--- config.mk ---
export PLATFORM = sky130hd
export DESIGN_NAME = field_mul_arbiter
export DESIGN_NICKNAME = d
export VERILOG_FILES = /design/src/rtl/field_mul_arbiter.sv
export SDC_FILE = /design/constraint.sdc
export NUM_CORES = 1
export LEC_CHECK = 0
export BUFFER_PORTS_ARGS = -buffer_cell sky130_fd_sc_hd__buf_2
export CAP_MARGIN = 20
export CORE_MARGIN = 2
export CORE_UTILIZATION = 42
export DETAILED_ROUTE_END_ITERATION = 10
export PLACE_DENSITY = 0.8
export SYNTH_ARGS = -nofsm -noshare
export SYNTH_HDL_FRONTEND = slang
export SYNTH_SLANG_ARGS = --single-unit
--- constraint.sdc ---
create_clock -name clk -period 2.45 [get_ports clk]
set_clock_uncertainty 0.2 [all_clocks]
set_input_delay 0.3675 -clock clk [delete_from_list [all_inputs] [get_ports clk]]
set_output_delay 0.3675 -clock clk [all_outputs]
set_load 0.03 [all_outputs]
--- src/rtl/field_mul_arbiter.sv ---
// Round-robin arbiter sharing one field multiplier among NREQ requesters.
// Define FIELD_MUL_ARB_STATS_EN to add the stat_ops/stat_busy counters.
`ifndef F_NBITS
`define F_NBITS 16
`endif

module field_mul_arbiter #(
    parameter int NREQ  = 4,
    parameter int NBITS = `F_NBITS
) (
    input  logic                  clk,
    input  logic                  rstb,
    input  logic [NREQ-1:0]       req,
    input  logic [NREQ*NBITS-1:0] a_in,
    input  logic [NREQ*NBITS-1:0] b_in,
    output logic [NREQ-1:0]       ack,
    output logic [NREQ-1:0]       done,
    output logic [NBITS-1:0]      c_out,
    output logic                  busy,
    output logic                  mul_en,
    output logic [NBITS-1:0]      mul_a,
    output logic [NBITS-1:0]      mul_b,
    input  logic                  mul_ready_pulse,
    input  logic [NBITS-1:0]      mul_c
`ifdef FIELD_MUL_ARB_STATS_EN
    ,
    output logic [31:0]           stat_ops,
    output logic [31:0]           stat_busy
`endif
);

    localparam int LW = (NREQ > 1) ? $clog2(NREQ) : 1;

    typedef enum logic [1:0] {
        S_IDLE,
        S_ISSUE,
        S_WAIT,
        S_DONE
    } state_t;

    state_t           r_state;
    logic [LW-1:0]    r_last;
    logic [LW-1:0]    r_gid;
    logic [NREQ-1:0]  r_ack;
    logic [NREQ-1:0]  r_done;
    logic             r_en;
    logic [NBITS-1:0] r_c;
    logic [NBITS-1:0] r_a;
    logic [NBITS-1:0] r_b;

    logic             w_found;
    logic [LW-1:0]    w_win;
    logic [LW:0]      w_idx;
    logic [NBITS-1:0] w_a;
    logic [NBITS-1:0] w_b;

    // Search starts just past the last winner and wraps modulo NREQ.
    always_comb begin
        w_found = 1'b0;
        w_win   = '0;
        w_idx   = '0;
        for (int k = 1; k <= NREQ; k++) begin
            w_idx = {1'b0, r_last} + (LW+1)'(k);
            if (w_idx >= (LW+1)'(NREQ)) begin
                w_idx = w_idx - (LW+1)'(NREQ);
            end
            if (!w_found && req[w_idx[LW-1:0]]) begin
                w_found = 1'b1;
                w_win   = w_idx[LW-1:0];
            end
        end
    end

    assign w_a = a_in[w_win*NBITS +: NBITS];
    assign w_b = b_in[w_win*NBITS +: NBITS];

    always_ff @(posedge clk or negedge rstb) begin
        if (!rstb) begin
            r_state <= S_IDLE;
            r_last  <= LW'(NREQ-1);
            r_gid   <= '0;
            r_ack   <= '0;
            r_done  <= '0;
            r_en    <= 1'b0;
            r_c     <= '0;
            r_a     <= '0;
            r_b     <= '0;
        end else begin
            r_ack  <= '0;
            r_done <= '0;
            r_en   <= 1'b0;
            unique case (r_state)
                S_IDLE: begin
                    if (w_found) begin
                        r_a     <= w_a;
                        r_b     <= w_b;
                        r_gid   <= w_win;
                        r_last  <= w_win;
                        r_ack   <= NREQ'(1) << w_win;
                        r_en    <= 1'b1;
                        r_state <= S_ISSUE;
                    end
                end
                S_ISSUE: r_state <= S_WAIT;
                S_WAIT: begin
                    if (mul_ready_pulse) begin
                        r_c     <= mul_c;
                        r_done  <= NREQ'(1) << r_gid;
                        r_state <= S_DONE;
                    end
                end
                S_DONE:  r_state <= S_IDLE;
                default: r_state <= S_IDLE;
            endcase
        end
    end

    assign ack    = r_ack;
    assign done   = r_done;
    assign c_out  = r_c;
    assign mul_en = r_en;
    assign mul_a  = r_a;
    assign mul_b  = r_b;
    assign busy   = (r_state != S_IDLE);

`ifdef FIELD_MUL_ARB_STATS_EN
    logic [31:0] r_stat_ops;
    logic [31:0] r_stat_busy;

    always_ff @(posedge clk or negedge rstb) begin
        if (!rstb) begin
            r_stat_ops  <= '0;
            r_stat_busy <= '0;
        end else begin
            if (|r_done) begin
                r_stat_ops <= r_stat_ops + 32'd1;
            end
            if (r_state != S_IDLE) begin
                r_stat_busy <= r_stat_busy + 32'd1;
            end
        end
    end

    assign stat_ops  = r_stat_ops;
    assign stat_busy = r_stat_busy;
`endif

endmodule

==> metrics.md, run 1 <==
| Metric | Value |
|---|---|
| GR Util met3 | 0.0392 |
| Filler Cell Count | 665 |
| Post-Syn Area per Cell | 11.7 um2 |
| Num CTS Buffers | 9 |
| Vias in the first global route | 3013 |
| Die Footprint | 0.00825 mm2 |
| Synth top area share | 0.482 |
| Synthesized cell area | 0.00317 mm2 |
| Postcts setup bufs | 0 |
| Post-synth cell types | 28 |
| Post-Synthesis Cells | 270 |
| Setup crit start kind | flop |
| Post-cts sizing count | 0 |
| Detailed-route via count | 2971 |
| Outcome | completed |
| WP data arrival | 2090 ps |
| Count of final hold-check violations | 0 |
| Pre-antenna DRT Iters | 5 |
| # clock sinks | 63 |
| DIE HEIGHT | 90.8 um |
| Initial Utilization | 0.434 |
| Net Switching | 0.00267 W |
| Number of max-cap violations | 0 |
| Fin worst setup slack | 339 ps |
| Cell chain of the critical path | nand2b_1 > a21oi_1 > o221ai_4 > buf_12 > mux2i_1 > o221ai_1 |
| Setup TNS | 0 ps |
| Syn. warnings | 0 |
| DIE WIDTH | 90.8 um |
| P&R area growth vs syn | 44.6% |
| Peak Freq | 474 MHz |
| Final GP Congestion | 0.892 |
| Hold crit path type | in -> reg |
| GRT Residual Overflow | 0 |
| Most common cell in the synthesized netlist | mux2i_1 |
| Tmin final | 2110 ps |
| Worst slew margin | 0.511 |
| Post-Synth Simple-Gate Area | 0.0814 |
| Top FF cell, synth | dfrtp_1 |
| PortBufs | 208 |
| Cts hold-fix bufs | 1 |
| Final wirelength | 9320 um |
| Clock transition at path regs | 70 ps |
| Logic pwr share | 0.533 |
| CTS Root Cell | clkbuf_8 |
| GRT Resource Usage Total | 0.218 |
| FFs w/ async S/R, synth | 1.00 |
| Synth area leader | dfrtp_1 |
| Htree depth | 3 |
| Compound-Gate Fraction of Synth Area | 0.110 |
| Post-synthesis mux area share | 0.262 |
| Share of cells above drive strength 1 | 0.520 |
| Drc violations | 0 |
| Combinational family with the most area after synthesis | multiplexers |
| Pwr dens | 1330 mW/mm2 |
| CTS tree | built |
| CP max FO | 37 |
| Final #Nets | 634 |
| Post-Synth Adder-Cell Area | 0.00790 |
| Largest net degree at the start of global routing | 38 |
| Met2 usage | 0.396 |
| Post-DP HPWL | 7150 um |
| Fin. max-slew vios | 0 |
| Gr busiest metal | met2 |
| FF+latch count, synth | 63 |
| Multi-input logic area | 0.00147 mm2 |
| Initial antenna violation count | 0 |
| Diodes inserted | 0 |
| Most frequent cells after synthesis | 65 x mux2i_1, 61 x dfrtp_1, 40 x nand2_1 |
| DR vias/cell | 5.09 |
| Clock Power Share | 0.170 |
| VDD IR max | 0.612 mV |
| Seq. cell area | 0.00158 mm2 |
| Internal | 0.00340 W |
| Power share of the sequential group | 0.297 |
| Starting DRT DRC Count | 106 |
| Critical Path Max Stage Delay | 590 ps |
| M1 GR Usage | 0.256 |
| Sw Ratio | 0.440 |
| Final period utilization | 0.862 |
| Setup CP Type | reg -> reg |
| RSZ-0062 raised after global routing | false |
| # IOs | 209 |
| Area contributors post-synth | dfrtp_1 48%, mux2i_1 21%, o221ai_1 8.9% |
| Post-synth EDFFs | 0 |
| Final Non-Filler Cells | 584 |
| CP endpoint kind | flop |
| Inst Count DP | 568 |
| Clk buf depth | 2 |
| Clk_lat worst skew | 320 ps |
| Xor/xnor share of the synthesized area | 0 |
| Row cnt | 31 |
| Critical Path RT | 2430 ps |
| Critical Path Slowest Stage Cell | dfstp_2 |
| First-pass GRT wire length | 14500 um |
| Leak pwr | 2.51 nW |
| Sequential share of the synthesized area | 0.499 |
| Syn nets | 423 |
| Final ANT Viol Nets | 0 |
| # setup viols final | 0 |
| Worst Max-Slew Pin Slew | 732 ps |
| Routed len/inst | 16.0 um |
| Placeable Area | 0.00729 mm2 |
| Pre-CTS setup slack | 358 ps |
-- critical path: cells and delay by family, from the launching register on --
kind	cells	cell delay, ps
DFF	1	590
buffers and inverters	1	270
and+or+nand+nor	1	120
muxes	1	250
AOI/OAI and AO/OA	3	500
-- sequential cells by signal, indices dropped and copies added, names as in the netlist --
register,cells
ack,4
c_out,16
done,4
mul_a,16
mul_b,16
mul_en,1
r_gid,2
r_last,2
r_state,2
-- final timing paths --
| path | to | depth (start not counted) | start | slack, ps |
|---|---|---|---|---|
| setup reg to reg | mul_a[3] | 6 | r_last[1] | 340 |
| min in group asynchronous | ack[2] | 2 | rstb | 430 |
| max in group asynchronous | mul_b[5] | 3 | rstb | 970 |
| hold / removal | c_out[10] | 2 | mul_c[10] | 70 |
| setup / recovery | mul_a[3] | 6 | r_last[1] | 340 |
| hold reg to reg | mul_b[3] | 2 | mul_b[3] | 280 |
-- area by class of cell --
cell class                      count  area share
Tap cell                           99      0.0270
Multi-Input combinational cell    184       0.321
Inverter                            5     0.00410
Clock inverter                      3      0.0142
Timing Repair Buffer              218       0.252
Sequential cell                    63       0.345
Clock buffer                       12      0.0361
-- power groups by stage --
| stage | registers (W) | logic (W) | clock network [W] |
|---|---|---|---|
| 6_report | 0.00180 | 0.00324 | 0.00103 |
| 5_1_grt | 0.00186 | 0.00346 | 0.00110 |
| 2_1_floorplan | 0.00264 | 0.00146 | 0 |
| 4_1_cts | 0.00180 | 0.00327 | 0.00106 |
| 3_5_place_dp | 0.00180 | 0.00328 | 0 |
| 3_3_place_gp | 0.00179 | 0.00316 | 0 |
-- layer usage --
metal / vias up / part of all wire
met5: - / 0
met4: 0 / 0.020
met3: 15 / 0.059
met2: 115 / 0.54
met1: 1416 / 0.38
li1: 1425 / -
-- stage by stage --
step	area (um2)	util	total power [W]	hold WS, ps
2_1_floorplan	3170	-	0.00410	-128
3_3_place_gp	4340	0.595	0.00496	243
3_5_place_dp	4340	0.595	0.00509	261
4_1_cts	4580	0.628	0.00614	58.3
5_1_grt	4580	0.628	0.00643	62.3
6_report	4580	0.628	0.00607	75.0
-- kinds of logic after synthesis --
group / after synthesis
muxes: 81
AOI/OAI and AO/OA: 42
DFF: 63
buffers and inverters: 23
adders and majority gates: 2
and+or+nand+nor: 59
-- layout by cell type (no fill, tap or decap), types with 3 or more instances in the layout --
cell type,n
a21oi_1,5
nor2_1,6
buf_2,208
buf_4,6
buf_12,3
nand2b_1,4
dfrtp_1,61
inv_1,4
mux2_2,16
o221ai_1,32
mux2i_1,65
clkbuf_8,12
nand2_1,40
(Power assumes the default switching activity.)
==> run 2: changes to the inputs <==
--- a/config.mk
+++ b/config.mk
@@ -10,6 +10,7 @@
 export CORE_MARGIN = 2
 export CORE_UTILIZATION = 42
 export DETAILED_ROUTE_END_ITERATION = 10
+export HOLD_SLACK_MARGIN = 0.15
 export PLACE_DENSITY = 0.8
 export SYNTH_ARGS = -nofsm -noshare
 export SYNTH_HDL_FRONTEND = slang
==> metrics.md, run 2 (synthesized netlist as in run 1, its figures left out) <==
| Metric | Value |
|---|---|
| Filler Cell Count | 633 (-4.8%) |
| Final ANT Viol Nets | 0 (unchanged) |
| Final wirelength | 9670 um (+3.8%) |
| Outcome | completed |
| CP endpoint kind | flop |
| Critical Path Slowest Stage Cell | dfstp_2 |
| VDD IR max | 0.611 mV (-0.10%) |
| WP data arrival | 2100 ps (about the same) |
| Leak pwr | 2.59 nW (+3.0%) |
| Final GP Congestion | 0.892 (unchanged) |
| Starting DRT DRC Count | 91 (-14%) |
| Setup crit start kind | flop |
| # setup viols final | 0 (unchanged) |
| PortBufs | 208 (unchanged) |
| Final #Nets | 652 (+2.8%) |
| Setup TNS | 0 ps (unchanged) |
| Fin. max-slew vios | 0 (unchanged) |
| Count of final hold-check violations | 0 (unchanged) |
| Routed len/inst | 16.1 um (+0.66%) |
| Commonest non-fill, non-tap cells in the layout | 208 x buf_2, 65 x mux2i_1, 61 x dfrtp_1 |
| GRT Residual Overflow | 0 (unchanged) |
| Drc violations | 0 (unchanged) |
| Final period utilization | 0.865 (+0.00371) |
| Vias in the first global route | 3151 (+4.6%) |
| Diodes inserted | 0 (unchanged) |
| Inst Count DP | 568 (unchanged) |
| Worst slew margin | 0.469 (-0.0421) |
| Peak Freq | 472 MHz (-0.43%) |
| Worst Max-Slew Pin Slew | 795 ps (+63.0 ps) |
| RSZ-0062 raised after global routing | false |
| Placeable Area | 0.00729 mm2 (unchanged) |
| GRT Resource Usage Total | 0.228 (+0.00927) |
| Pre-antenna DRT Iters | 4 (-1) |
| Clk buf depth | 2 (unchanged) |
| Largest net degree at the start of global routing | 38 (unchanged) |
| Postcts setup bufs | 0 (unchanged) |
| Critical Path Max Stage Delay | 590 ps (about the same) |
| Hold crit path type | in -> reg |
| Number of max-cap violations | 0 (unchanged) |
| Pwr dens | 1280 mW/mm2 (-3.3%) |
| Initial antenna violation count | 0 (unchanged) |
| Tmin final | 2120 ps (+9.09 ps) |
| Post-DP HPWL | 7150 um (unchanged) |
| DIE HEIGHT | 90.8 um (unchanged) |
| Cell chain of the critical path | nand2b_1 > a21oi_1 > o221ai_4 > buf_12 > mux2i_1 > o221ai_1 |
| Num CTS Buffers | 9 (unchanged) |
| Die Footprint | 0.00825 mm2 (unchanged) |
| # clock sinks | 63 (unchanged) |
| Clock transition at path regs | 70 ps (about the same) |
| Setup CP Type | reg -> reg |
| Final Non-Filler Cells | 602 (+3.1%) |
| Post-cts sizing count | 0 (unchanged) |
| DR vias/cell | 5.06 (-0.48%) |
| P&R area growth vs syn | 50.3% |
| Detailed-route via count | 3048 (+2.6%) |
| Critical Path RT | 2430 ps (about the same) |
| First-pass GRT wire length | 15000 um (+3.8%) |
| CP max FO | 37 (unchanged) |
| Most common cell after layout, fill and taps aside | buf_2 |
| Htree depth | 3 (unchanged) |
| CTS Root Cell | clkbuf_8 |
| Clk_lat worst skew | 320 ps (about the same) |
| Row cnt | 31 (unchanged) |
| # IOs | 209 (unchanged) |
| CTS tree | built |
| Share of cells above drive strength 1 | 0.501 (-0.0186) |
| DIE WIDTH | 90.8 um (unchanged) |
| Initial Utilization | 0.434 (unchanged) |
[run 2: cell types whose count changed in the layout (fill, tap and decap cells not counted), sizes merged]
cell,previous run,this run
dlygate4sd3,1,19
[run 2: per-layer routing]
metal / up-vias / track usage / routed length [um]
li1: 1459 / - / -
met1: 1453 / 0.263 / 3620
met2: 115 / 0.414 / 5310
met3: 21 / 0.0392 / 527
met4: 0 / 0.0985 / 216
met5: - / 0 / 0
[run 2: area by class of cell]
cell class / count / area (um2) / share of cell area
Sequential cell: 63 / 1580 / 0.332
Multi-Input combinational cell: 184 / 1470 / 0.309
Timing Repair Buffer: 236 / 1340 / 0.281
Clock buffer: 12 / 165 / 0.0347
Tap cell: 99 / 124 / 0.0260
Clock inverter: 3 / 65.1 / 0.0137
Inverter: 5 / 18.8 / 0.00394
[run 2: what timing repair did]
action / 4_1_cts / 5_1_grt
hold buffers: 19 / 0
hold endpoints to repair: 44 / 0
endpoints found under the setup margin: 0 / 0
[run 2: stage by stage]
stage               hold WS [ps]  utilization  total power [W]  instance area [um2]  worst slack [ps]
floorplan                   -128            -          0.00410                 3170               473
global placement             243        0.595          0.00496                 4340               402
detailed placement           261        0.595          0.00509                 4340               358
CTS                          151        0.653          0.00616                 4760               332
global route                 157        0.653          0.00647                 4760               204
finish                       161        0.653          0.00610                 4760               330
[run 2: critical path: cells and delay by family, from the launching register on]
family,cells,cell delay (ps)
AOI/OAI and AO/OA,3,510
buffers and inverters,1,280
DFF,1,590
muxes,1,250
and+or+nand+nor,1,120
[run 2: where the power goes]
part	internal (W)	leakage [nW]	switching, W
Sequential	0.00154	0.775	0.000261
Clock	0.000650	0.118	0.000381
Combinational	0.00123	1.70	0.00204
[run 2: worst paths after layout]
kind	from	endpoint	slack (ps)	cells after the start
hold reg to reg	mul_a[12]	mul_a[12]	280	2
min in group asynchronous	rstb	ack[2]	430	2
setup reg to reg	r_last[1]	mul_a[3]	330	6
hold / removal	a_in[33]	mul_a[1]	160	3
setup / recovery	r_last[1]	mul_a[3]	330	6
max in group asynchronous	rstb	mul_b[5]	980	3
==> run 3: changes to the inputs <==
--- a/config.mk
+++ b/config.mk
@@ -5,13 +5,14 @@
 export SDC_FILE = /design/constraint.sdc
 export NUM_CORES = 1
 export LEC_CHECK = 0
+export ABC_AREA = 1
 export BUFFER_PORTS_ARGS = -buffer_cell sky130_fd_sc_hd__buf_2
 export CAP_MARGIN = 20
 export CORE_MARGIN = 2
-export CORE_UTILIZATION = 42
+export CORE_UTILIZATION = 45
 export DETAILED_ROUTE_END_ITERATION = 10
 export HOLD_SLACK_MARGIN = 0.15
-export PLACE_DENSITY = 0.8
+export PLACE_DENSITY = 0.81
 export SYNTH_ARGS = -nofsm -noshare
 export SYNTH_HDL_FRONTEND = slang
 export SYNTH_SLANG_ARGS = --single-unit
==> metrics.md, run 3 <==
| Metric | Value |
|---|---|
| VDD IR max | 1.05 mV (+72%) |
| Row cnt | 33 (+6.5%) |
| Most common cell after layout, fill and taps aside | buf_2 |
| Logic pwr share | 0.726 (+0.190) |
| Critical Path RT | 2470 ps (+40 ps) |
| Post-Syn Area per Cell | 7.42 um2 (-37%) |
| Htree depth | 3 (unchanged) |
| Pre-CTS setup slack | 25.2 ps (-333 ps) |
| Share of cells above drive strength 1 | 0.374 (-0.127) |
| WP data arrival | 2430 ps (+330 ps) |
| Most frequent cells after synthesis | 168 x nand2_1, 164 x nand3_1, 61 x dfrtp_1 |
| Setup crit start kind | flop |
| Final ANT Viol Nets | 0 (unchanged) |
| Inst Count DP | 787 (+39%) |
| Vias in the first global route | 3996 (+27%) |
| Post-Place Cell Area | 0.00479 mm2 (+10%) |
| Clock Power Share | 0.084 (-0.085) |
| Final wirelength | 12300 um (+27%) |
| Leak pwr | 3.02 nW (+17%) |
| # setup viols final | 0 (unchanged) |
| Setup CP Type | reg -> reg |
| Worst setup startpoint | r_last[0] |
| CP endpoint kind | flop |
| FFs w/ async S/R, synth | 1.00 (unchanged) |
| FF+latch count, synth | 63 (unchanged) |
| Sequential share of the synthesized area | 0.427 (-0.0713) |
| Synthesized cell area | 0.00369 mm2 (+17%) |
| Fin. max-slew vios | 0 (unchanged) |
| Clock transition at path regs | 70 ps (about the same) |
| Largest net degree at the start of global routing | 56 (+47%) |
| Peak Freq | 414 MHz (-12%) |
| Placeable Area | 0.00809 mm2 (+11%) |
| Hold Path Origin | a_in[53] |
| Post-synth cell types | 25 (-11%) |
| Final #Nets | 889 (+36%) |
| Worst reg2reg startpoint | r_last[0] |
| Internal | 0.00450 W (+32%) |
| DIE WIDTH | 94.6 um (+4.2%) |
| Syn. warnings | 0 (unchanged) |
| Clk buf depth | 2 (unchanged) |
| Most common cell in the synthesized netlist | nand2_1 |
| Clk_lat worst skew | 330 ps (about the same) |
| Initial antenna violation count | 0 (unchanged) |
| Starting DRT DRC Count | 362 (+300%) |
| Top FF cell, synth | dfrtp_1 |
| Post-synth EDFFs | 0 (unchanged) |
| Area contributors post-synth | dfrtp_1 41%, nand3_1 22%, nand2_1 17% |
| Routed len/inst | 14.5 um (-9.5%) |
| Pwr dens | 1760 mW/mm2 (+37%) |
| GRT Resource Usage Total | 0.255 (+0.0273) |
| P&R area growth vs syn | 48.0% |
| # clock sinks | 63 (unchanged) |
| DIE HEIGHT | 94.6 um (+4.2%) |
| First-pass GRT wire length | 17700 um (+18%) |
| Final period utilization | 0.985 (+0.120) |
| Sw Ratio | 0.533 (+0.0929) |
| Hold crit path type | in -> reg |
| Count of final hold-check violations | 0 (unchanged) |
| Num CTS Buffers | 9 (unchanged) |
| Worst Max-Slew Pin Slew | 781 ps (-14.0 ps) |
| Hold_ws | 151 ps (-10.6 ps) |
| Setup TNS | 0 ps (unchanged) |
| PortBufs | 208 (unchanged) |
| Initial Utilization | 0.457 (+0.0223) |
| CP max FO | 11 (-70%) |
| Detailed-route via count | 4488 (+47%) |
| # IOs | 209 (unchanged) |
| Worst slew margin | 0.478 (+0.00938) |
| Synth top area share | 0.413 (-0.0689) |
| Commonest non-fill, non-tap cells in the layout | 208 x buf_2, 166 x nand2_1, 164 x nand3_1 |
| Diodes inserted | 0 (unchanged) |
| Power share of the sequential group | 0.190 (-0.106) |
| Fin worst setup slack | 35.6 ps (-294 ps) |
| CTS Root Cell | clkbuf_8 |
| Outcome | completed |
| Synth area leader | dfrtp_1 |
| Drc violations | 0 (unchanged) |
| Pre-antenna DRT Iters | 7 (+3) |
| Final GP Congestion | 0.803 (-10%) |
| DR vias/cell | 5.30 (+4.8%) |
| Post-DP HPWL | 8170 um (+14%) |
| Final instance area | 0.00547 mm2 (+15%) |
| Die Footprint | 0.00895 mm2 (+8.5%) |
| GRT Residual Overflow | 0 (unchanged) |
| Net Switching | 0.00513 W (+91%) |
| CTS tree | built |
| Post-Synthesis Cells | 498 (+84%) |
| Tmin final | 2410 ps (+294 ps) |
| Syn nets | 651 (+54%) |
| Final Non-Filler Cells | 846 (+41%) |
| Number of max-cap violations | 0 (unchanged) |
## run 3: cell count changes after synthesis, moves of 9 or more
cell / change
nand3_1: +164
nand2_1: +128
mux2i_1: -65
o221ai_1: -32
inv_1: +11
buf_4: +9
## run 3: cells by family (layout without fill, tap and decap cells)
kind of cell | count (synthesis) | in the layout | synth area share
AOI/OAI and AO/OA | 8 | 8 | 0.0122
adders and majority gates | 2 | 2 | 0.00677
buffers and inverters | 56 | 299 | 0.0796
DFF | 63 | 63 | 0.427
muxes | 16 | 16 | 0.0488
and+or+nand+nor | 353 | 353 | 0.425
## run 3: stage by stage
step                 util  total power [W]
detailed placement  0.591          0.00804
floorplan               -          0.00659
global route        0.676           0.0103
CTS                 0.656          0.00889
global placement    0.591          0.00786
finish              0.676          0.00963
## run 3: path summary, 6_finish.rpt
path | depth (start not counted) | slack [ps] | endpoint
min in group asynchronous | 2 | 300 | mul_en
min | 5 | 150 | mul_a[5]
max | 14 | 40 | mul_b[2]
min reg2reg | 2 | 270 | mul_a[15]
max in group asynchronous | 3 | 1070 | mul_b[1]
max reg2reg | 14 | 40 | mul_b[2]
## run 3: per-layer routing
layer | track usage | wire length (um)
met1 | 0.295 | 4610
met2 | 0.426 | 5960
met3 | 0.0678 | 1190
met4 | 0.146 | 537
met5 | 0 | 0
## run 3: power groups by stage
stage,Clock (W),Combinational (W),Sequential (W)
6_report,0.000806,0.00699,0.00183
5_1_grt,0.000878,0.00754,0.00188
4_1_cts,0.000816,0.00625,0.00182
3_5_place_dp,0,0.00621,0.00183
3_3_place_gp,0,0.00605,0.00181
2_1_floorplan,0,0.00393,0.00265
## run 3: worst max-delay path, cell delays in order (launching register included)
cell	delay, ps
dfstp_2	590
inv_2	110
nand2_1	90
nand2_1	90
nand2_1	110
nand2_2	90
nor2_4	120
nand3_2	140
nand2_4	130
nand2_4	100
buf_6	160
nand2_1	60
nand3_1	130
nand3_1	120
nand2_1	70
## run 3: repair_timing
item                                   4_1_cts  5_1_grt
hold buffers                                35        0
setup endpoints to repair                    0       38
endpoints found under the hold margin       50        0
setup buffers                                0        5
resized for setup                            0       11
## run 3: area by class of cell
| cell class | instances | area [um2] |
|---|---|---|
| clock buffers | 13 | 159 |
| clock inverters | 3 | 17.5 |
| fillers | 705 | 2630 |
| inverters | 18 | 73.8 |
| multi-input cells | 379 | 1840 |
| flip-flops and latches | 63 | 1580 |
| well taps | 105 | 131 |
| repair buffers | 265 | 1670 |
